**src/rtl/reg_shift_sequencer.sv**
```systemverilog
// Iterative 1-bit/cycle ARM register-specified shifter (LSL/LSR/ASR/ROR by Rs[7:0]).
// Holds the pipeline through stall while the shift runs, then pulses done with Val2/carry valid.
module reg_shift_sequencer (
   input  logic        clk,
   input  logic        rst,
   input  logic        start,
   input  logic [1:0]  shift_type,
   input  logic [31:0] Val_Rm,
   input  logic [7:0]  Val_Rs,
   input  logic        carry_in,
   output logic        busy,
   output logic        done,
   output logic        stall,
   output logic [31:0] Val2,
   output logic        shifter_carry
);

   typedef enum logic [1:0] {IDLE, SHIFT, DONE} state_t;

   state_t      state, next_state;
   logic [31:0] result;
   logic        carry;
   logic [1:0]  type_q;
   logic [5:0]  count;
   logic [5:0]  eff_count;
   logic        accept;

   // Shifting one step past 32 is what clears the carry for LSL/LSR amounts above 32;
   // ASR saturates at 32 because every later step would reproduce the same result.
   always_comb begin
      eff_count = '0;
      case (shift_type)
         2'b00, 2'b01: eff_count = (Val_Rs > 8'd33) ? 6'd33 : Val_Rs[5:0];
         2'b10:        eff_count = (Val_Rs > 8'd32) ? 6'd32 : Val_Rs[5:0];
         default: begin
            if (Val_Rs == 8'd0)
               eff_count = 6'd0;
            else if (Val_Rs[4:0] == 5'd0)
               eff_count = 6'd32;
            else
               eff_count = {1'b0, Val_Rs[4:0]};
         end
      endcase
   end

   assign accept = start && ((state == IDLE) || (state == DONE));

   always_comb begin
      next_state = state;
      case (state)
         IDLE, DONE: begin
            if (accept)
               next_state = (eff_count != 6'd0) ? SHIFT : DONE;
            else
               next_state = IDLE;
         end
         SHIFT: begin
            if (count == 6'd1)
               next_state = DONE;
         end
         default: next_state = IDLE;
      endcase
   end

   always_ff @(posedge clk) begin
      if (rst)
         state <= IDLE;
      else
         state <= next_state;
   end

   // Datapath: start while SHIFT is running is deliberately not looked at here.
   always_ff @(posedge clk) begin
      if (rst) begin
         result <= '0;
         carry  <= 1'b0;
         type_q <= 2'b00;
         count  <= '0;
      end else if (accept) begin
         result <= Val_Rm;
         carry  <= carry_in;
         type_q <= shift_type;
         count  <= eff_count;
      end else if (state == SHIFT) begin
         count <= count - 6'd1;
         case (type_q)
            2'b00: begin
               carry  <= result[31];
               result <= {result[30:0], 1'b0};
            end
            2'b01: begin
               carry  <= result[0];
               result <= {1'b0, result[31:1]};
            end
            2'b10: begin
               carry  <= result[0];
               result <= {result[31], result[31:1]};
            end
            default: begin
               carry  <= result[0];
               result <= {result[0], result[31:1]};
            end
         endcase
      end
   end

   assign busy          = (state == SHIFT);
   assign done          = (state == DONE);
   assign stall         = start | busy;
   assign Val2          = result;
   assign shifter_carry = carry;

endmodule

```
**config.mk**
```make
export PLATFORM = sky130hd
export DESIGN_NAME = reg_shift_sequencer
export DESIGN_NICKNAME = d
export VERILOG_FILES = /design/src/rtl/reg_shift_sequencer.sv
export SDC_FILE = /design/constraint.sdc
export NUM_CORES = 1
export LEC_CHECK = 0
export CORE_UTILIZATION = 41
export DETAILED_ROUTE_END_ITERATION = 10
export GPL_TIMING_DRIVEN = 0
export HOLD_SLACK_MARGIN = 0.05
export PLACE_DENSITY = 0.73
export SYNTH_ARGS = -nofsm -noshare
export SYNTH_HDL_FRONTEND = slang
export SYNTH_SLANG_ARGS = --single-unit
export TNS_END_PERCENT = 30
```
**constraint.sdc**
```tcl
create_clock -name clk -period 1.8 [get_ports clk]
set_input_delay 0.18 -clock clk [delete_from_list [all_inputs] [get_ports clk]]
set_output_delay 0.18 -clock clk [all_outputs]
set_load 0.02 [all_outputs]
```
; After elaboration in Yosys (flattened, before gate mapping)
; Cells that the tools add are included.
[totals]
ff_bits = 43
input_bits = 46
out_inout_bits = 36
wordCells = 48
[op_classes]
n_addsub = 1
n_lt_le_gt_ge = 2
n_eq_ne = 9
n_mux = 17
bitwise = 1
reduce_logical = 12
[ops]
columns = op, count
row1 = $pmux W32 S3, 1
row2 = $mux W32, 2
row3 = $mux W6, 6
row4 = $gt A8 B6 Y1 const B, 2
row5 = $pmux W6 S2, 1
row6 = $logic_not A8 Y1, 1
row7 = $eq A2 B1 Y1 const B, 3
row8 = $eq A2 B2 Y1 const B, 3
row9 = $eq A6 B1 Y1 const B, 1
row10 = $logic_not A2 Y1, 3
row11 = $mux W2, 3
row12 = $reduce_bool A6 Y1, 1
row13 = $sub A6 B1 Y6 const B, 1
row14 = $logic_not A5 Y1, 1
row15 = $pmux W2 S2, 1
row16 = $reduce_or A2 Y1, 2
row17 = $mux W1, 3
row18 = $ne A2 B1 Y1 const B, 1
row19 = $ne A2 B2 Y1 const B, 1
row20 = $reduce_and A2 Y1, 1
row21 = $reduce_bool A2 Y1, 1
row22 = $logic_and A1 B1 Y1, 1
row23 = $logic_or A1 B1 Y1, 1
row24 = $or A1 B1 Y1, 1

; Logic depth before layout (Yosys ltp)
[logic_depth]
depth_word = 8
depth_mapped = 6
ltp_nobuf = 5

; Least setup slack after synthesis
; No wires, ideal clock.
[synth_path]
path_kind = input-to-reg
from = input Val_Rs[4]
to = register count[1]
setup_time_ps = 71
t_arrival_ps = 1660
required_ps = 1729
setup_slack_ps = 69
cell_stages = 4
n_path_buf = 0
path_cell_list = or4_4 > or4_4 > a2111oi_4 > o2bb2ai_1
[synth_between]
elab_chain_cells = 5
elab_cells_between_ends = 10
cone_classes = 2 x order compare / 6 x mux / 2 x reduce/logical
[synth_rtl]
columns = item, line
row1 = from (decl), 9  ; input logic [7:0] Val_Rs,
row2 = "parallel branches: the longest is 3 deep, another holds $gt A8 B6 Y1", n/a
row3 = $pmux W6 S2 *, 32  ; case (shift_type)
row4 = $mux W6 *, 79  ; end else if (accept) begin
row5 = to (signal assigned), 83  ; count <= eff_count;
row6 = to (signal assigned), 85  ; count <= count - 6'd1;
row7 = to (decl), 24  ; logic [5:0] count;
; Every way passes the cells marked *.
; A chain may end at the register's enable or synchronous reset.

; Final worst setup path
[layout_path]
from = input Val_Rs[3]
to = register count[1]
; Same word-level chain as after synthesis.

==> flow_metrics.tcl <==
set metrics [dict create \
    synthSimpleGateAreaFrac 0.231 \
    worst_pin_slew_ns 0.552 \
    fillers 490 \
    grt_max_degree 13 \
    final_core_util 0.626 \
    worstPathArrival_ns 1.97 \
    vias 2412 \
    path_clk_slew_ns 0.08 \
    status "finished clean" \
    ctsHtreeMaxLevel 2 \
    synth_top_family_by_area "compound AO/OA/AOI/OAI gates" \
    cts_tree "yes" \
    wl_per_cell_um 15.4 \
    synth_xor_area_frac 0.00379 \
    ant_nets 0 \
    fin_crit_sh 0.970 \
    diodes 0 \
    postCtsHoldBufs 0 \
    antenna_found_initial 0 \
    start_kind "input port" \
    finalSetupViolations 0 \
    fin_skew_ns 0.00726 \
    track_usage 0.235 \
    muxShareOfSynthArea 0.0834 \
    die_w_um 77.1 \
    vdd_ir_drop_max_v 0.000408 \
    synth_area_um2 2310 \
    clockBufferDepth 2 \
    cp_top_family "simple AND/OR/NAND/NOR gates" \
    slowest_stage "or4_4" \
    grt_pass1_wl_um 11300 \
    cts_made_buffers 5 \
    slew_viol_final 0 \
    synthToLayoutAreaGrowth_pct 42.8 \
    fin_nets 416 \
    synth_compound_area_frac 0.251 \
    worstSkewPairLatency_ns 0.30 \
    dr.pass1.iters 4 \
    cts_sinks 43 \
    dieArea_um2 5940 \
    synth_cell_type_count 39 \
    fin_area_um2 3300 \
    cp_cell_sequence "dlygate4sd2_1 -> or4_4 -> or4_4 -> a2111oi_4 -> o2bb2ai_1" \
    syn-instance-count 283 \
    max_freq_mhz 573 \
    path_common_cell "or4_4" \
    io_pins 82 \
    io_buffers 80 \
    ys_seq_area_frac 0.372 \
    cts-root-buf "clkbuf_8" \
    min_period_ns 1.75 \
    viasPerCell 5.51 \
    multiInputGateArea_um2 1350 \
    core_um2 5270 \
    drive_gt1_frac 0.0761 \
    std_cell_rows 26 \
    rsz0062_at_grt "no" \
    synth_nets 331 \
    path_max_fanout 3 \
    hold_class "in -> reg" \
    drt-initial-drc-count 106 \
    hold_viol 0 \
    place_area_um2 3200 \
    grt_pass1_vias 2322 \
    die_h_um 77.1 \
    cp_num_buf_inv 1 \
    crit_type "in -> reg" \
    worstPathRequired_ns 2.02 \
    cpPeakStageDelay_ns 0.53 \
    grt_overflow 0 \
    route.detailed.drc 0 \
    powerDensity_nw_per_um2 821 \
    initial_core_util 0.439 \
    yosys_warnings 0 \
    ys_seq_elements 43 \
    max_cap_viol_count 0 \
    drt_wl_total_um 6760 \
    dp_hpwl_um 5050 \
    gp_congestion 0.824 \
    synth_fa_ha_area_frac 0.0108 \
    p_leak_uw 0.00125 \
    slew_headroom 0.632 \
    regArea_um2 861 \
    synth_area_per_cell_um2 8.17 \
    endpoint_kind "flip-flop" \
]
cell usage in the layout, fill, tap and decap left out, types with 3 or more instances in the layout:
cell             Yosys  final
nor2b_1             17     17
nor3_1               6      6
mux2i_1             17     17
a2111oi_0           18     16
nor2_1              39     39
clkbuf_2             0      8
dfxtp_1             43     43
o2bb2ai_1            3      3
dlygate4sd2_1        0      5
a211oi_1            15     15
clkdlybuf4s50_1      0     74
a21oi_1              9      9
clkbuf_1            22     10
nand2_1             42     42
a311oi_1            14     14
clkbuf_8             0      6
inv_1                3      3
report_power, final:
group / internal (uW) / switching (uW) / total [uW] / leakage, uW
clock network: 301 / 320 / 622 / 0.0000470
registers: 1060 / 122 / 1190 / 0.000356
logic: 433 / 469 / 902 / 0.000846
logic make-up (layout without fill, tap and decap cells):
kind of cell    after synthesis  after routing
simple gates                117            117
compound gates               72             72
flops                        43             43
buf+inv                      29            114
mux                          19             19
fa+ha+maj                     2              2
xor+xnor                      1              1
sequential cells by signal, indices dropped and copies added (netlist names):
signal         cells
Val2              32
count              6
state              2
type_q             2
shifter_carry      1
worst register-to-register path, delay by kind of cell (launching register included):
kind / cells / cell delay [ns]
multiplexers: 1 / 0.10
AO/OA/AOI/OAI: 1 / 0.43
AND/OR/NAND/NOR: 1 / 0.14
flip-flops: 1 / 0.34
buffers and inverters: 2 / 0.52
layer usage:
metal  up-vias  GRT usage  share of wire
li1       1206          -              -
met4         0     0.0396         0.0084
met3         7     0.0417          0.055
met5         -          0              0
met1      1125      0.313           0.45
met2        74      0.401           0.49
path summary, 6_finish.rpt:
| path | startpoint | end | slack, ns | depth (start not counted) |
|---|---|---|---|---|
| max | Val_Rs[3] | count[1]$_SDFFE_PP0P_ | 0.05 | 5 |
| min | Val_Rs[3] | count[3]$_SDFFE_PP0P_ | 0.28 | 2 |
| max reg2reg | type_q[0]$_SDFFE_PP0P_ | Val2[24]$_SDFFE_PP0P_ | 0.16 | 5 |
| min reg2reg | count[4]$_SDFFE_PP0P_ | count[4]$_SDFFE_PP0P_ | 0.48 | 1 |
final cells by class:
cell class                 instances  area share
multi-input combinational        211       0.408
inverter                           4     0.00455
tap                               70      0.0265
timing repair buffer              81       0.242
buffer                            22      0.0319
sequential                        43       0.261
clock inverter                     1     0.00152
clock buffer                       6      0.0250
cell usage after synthesis:
cell type  instances  area (um2)
a211oi_1          15         113
nor2_1            39         146
and3b_1            1        8.76
clkbuf_1          22        82.6
nand4_1            1        6.26
nand2_1           42         158
ha_1               2        25.0
a2111oi_4          1        27.5
inv_2              1        3.75
buf_2              2        10.0
o22ai_1            1        6.26
buf_1              1        3.75
a2111o_1           1        11.3
a2bb2oi_1          1        8.76
o21bai_1           1        7.51
or3_1              1        6.26
o21ai_0            2        10.0
nand3b_1           1        7.51
a31oi_1            1        6.26
or4_4              2        22.5
mux2i_1           17         170
dfxtp_1           43         861
inv_1              3        11.3
a2111oi_0         18         158
xor2_1             1        8.76
a21o_1             2        15.0
a311oi_1          14         123
a21oi_1            9        45.0
nand2b_1           3        18.8
nor3_1             6        30.0
nor2b_1           17         106
o41ai_1            1        8.76
o2bb2ai_1          3        26.3
o21ai_1            1        5.00
or2_2              1        6.26
nor4_1             1        6.26
mux2_1             2        22.5
nand3_1            2        10.0
o22a_1             1        8.76
metrics by stage:
step	hold slack (ns)	setup TNS [ns]	total power, uW	setup slack, ns	cells
2_1_floorplan	0.297	0	1680	0.0693	283
3_3_place_gp	0.472	-9.05	2090	-0.472	433
3_5_place_dp	0.484	-11.29	2100	-0.518	433
4_1_cts	0.273	0	2710	0.00888	440
5_1_grt	0.290	0	2860	0.0106	438
6_report	0.277	0	2710	0.0534	438
timing repair:
item / 4_1_cts / 5_1_grt
endpoints found under the hold margin: 0 / 0
setup endpoints to repair: 26 / 34
pin swaps: 3 / 0
gates resized for setup: 19 / 8
buffers inserted: 1 / 0
No activity file was read; power rests on OpenSTA's default activity.
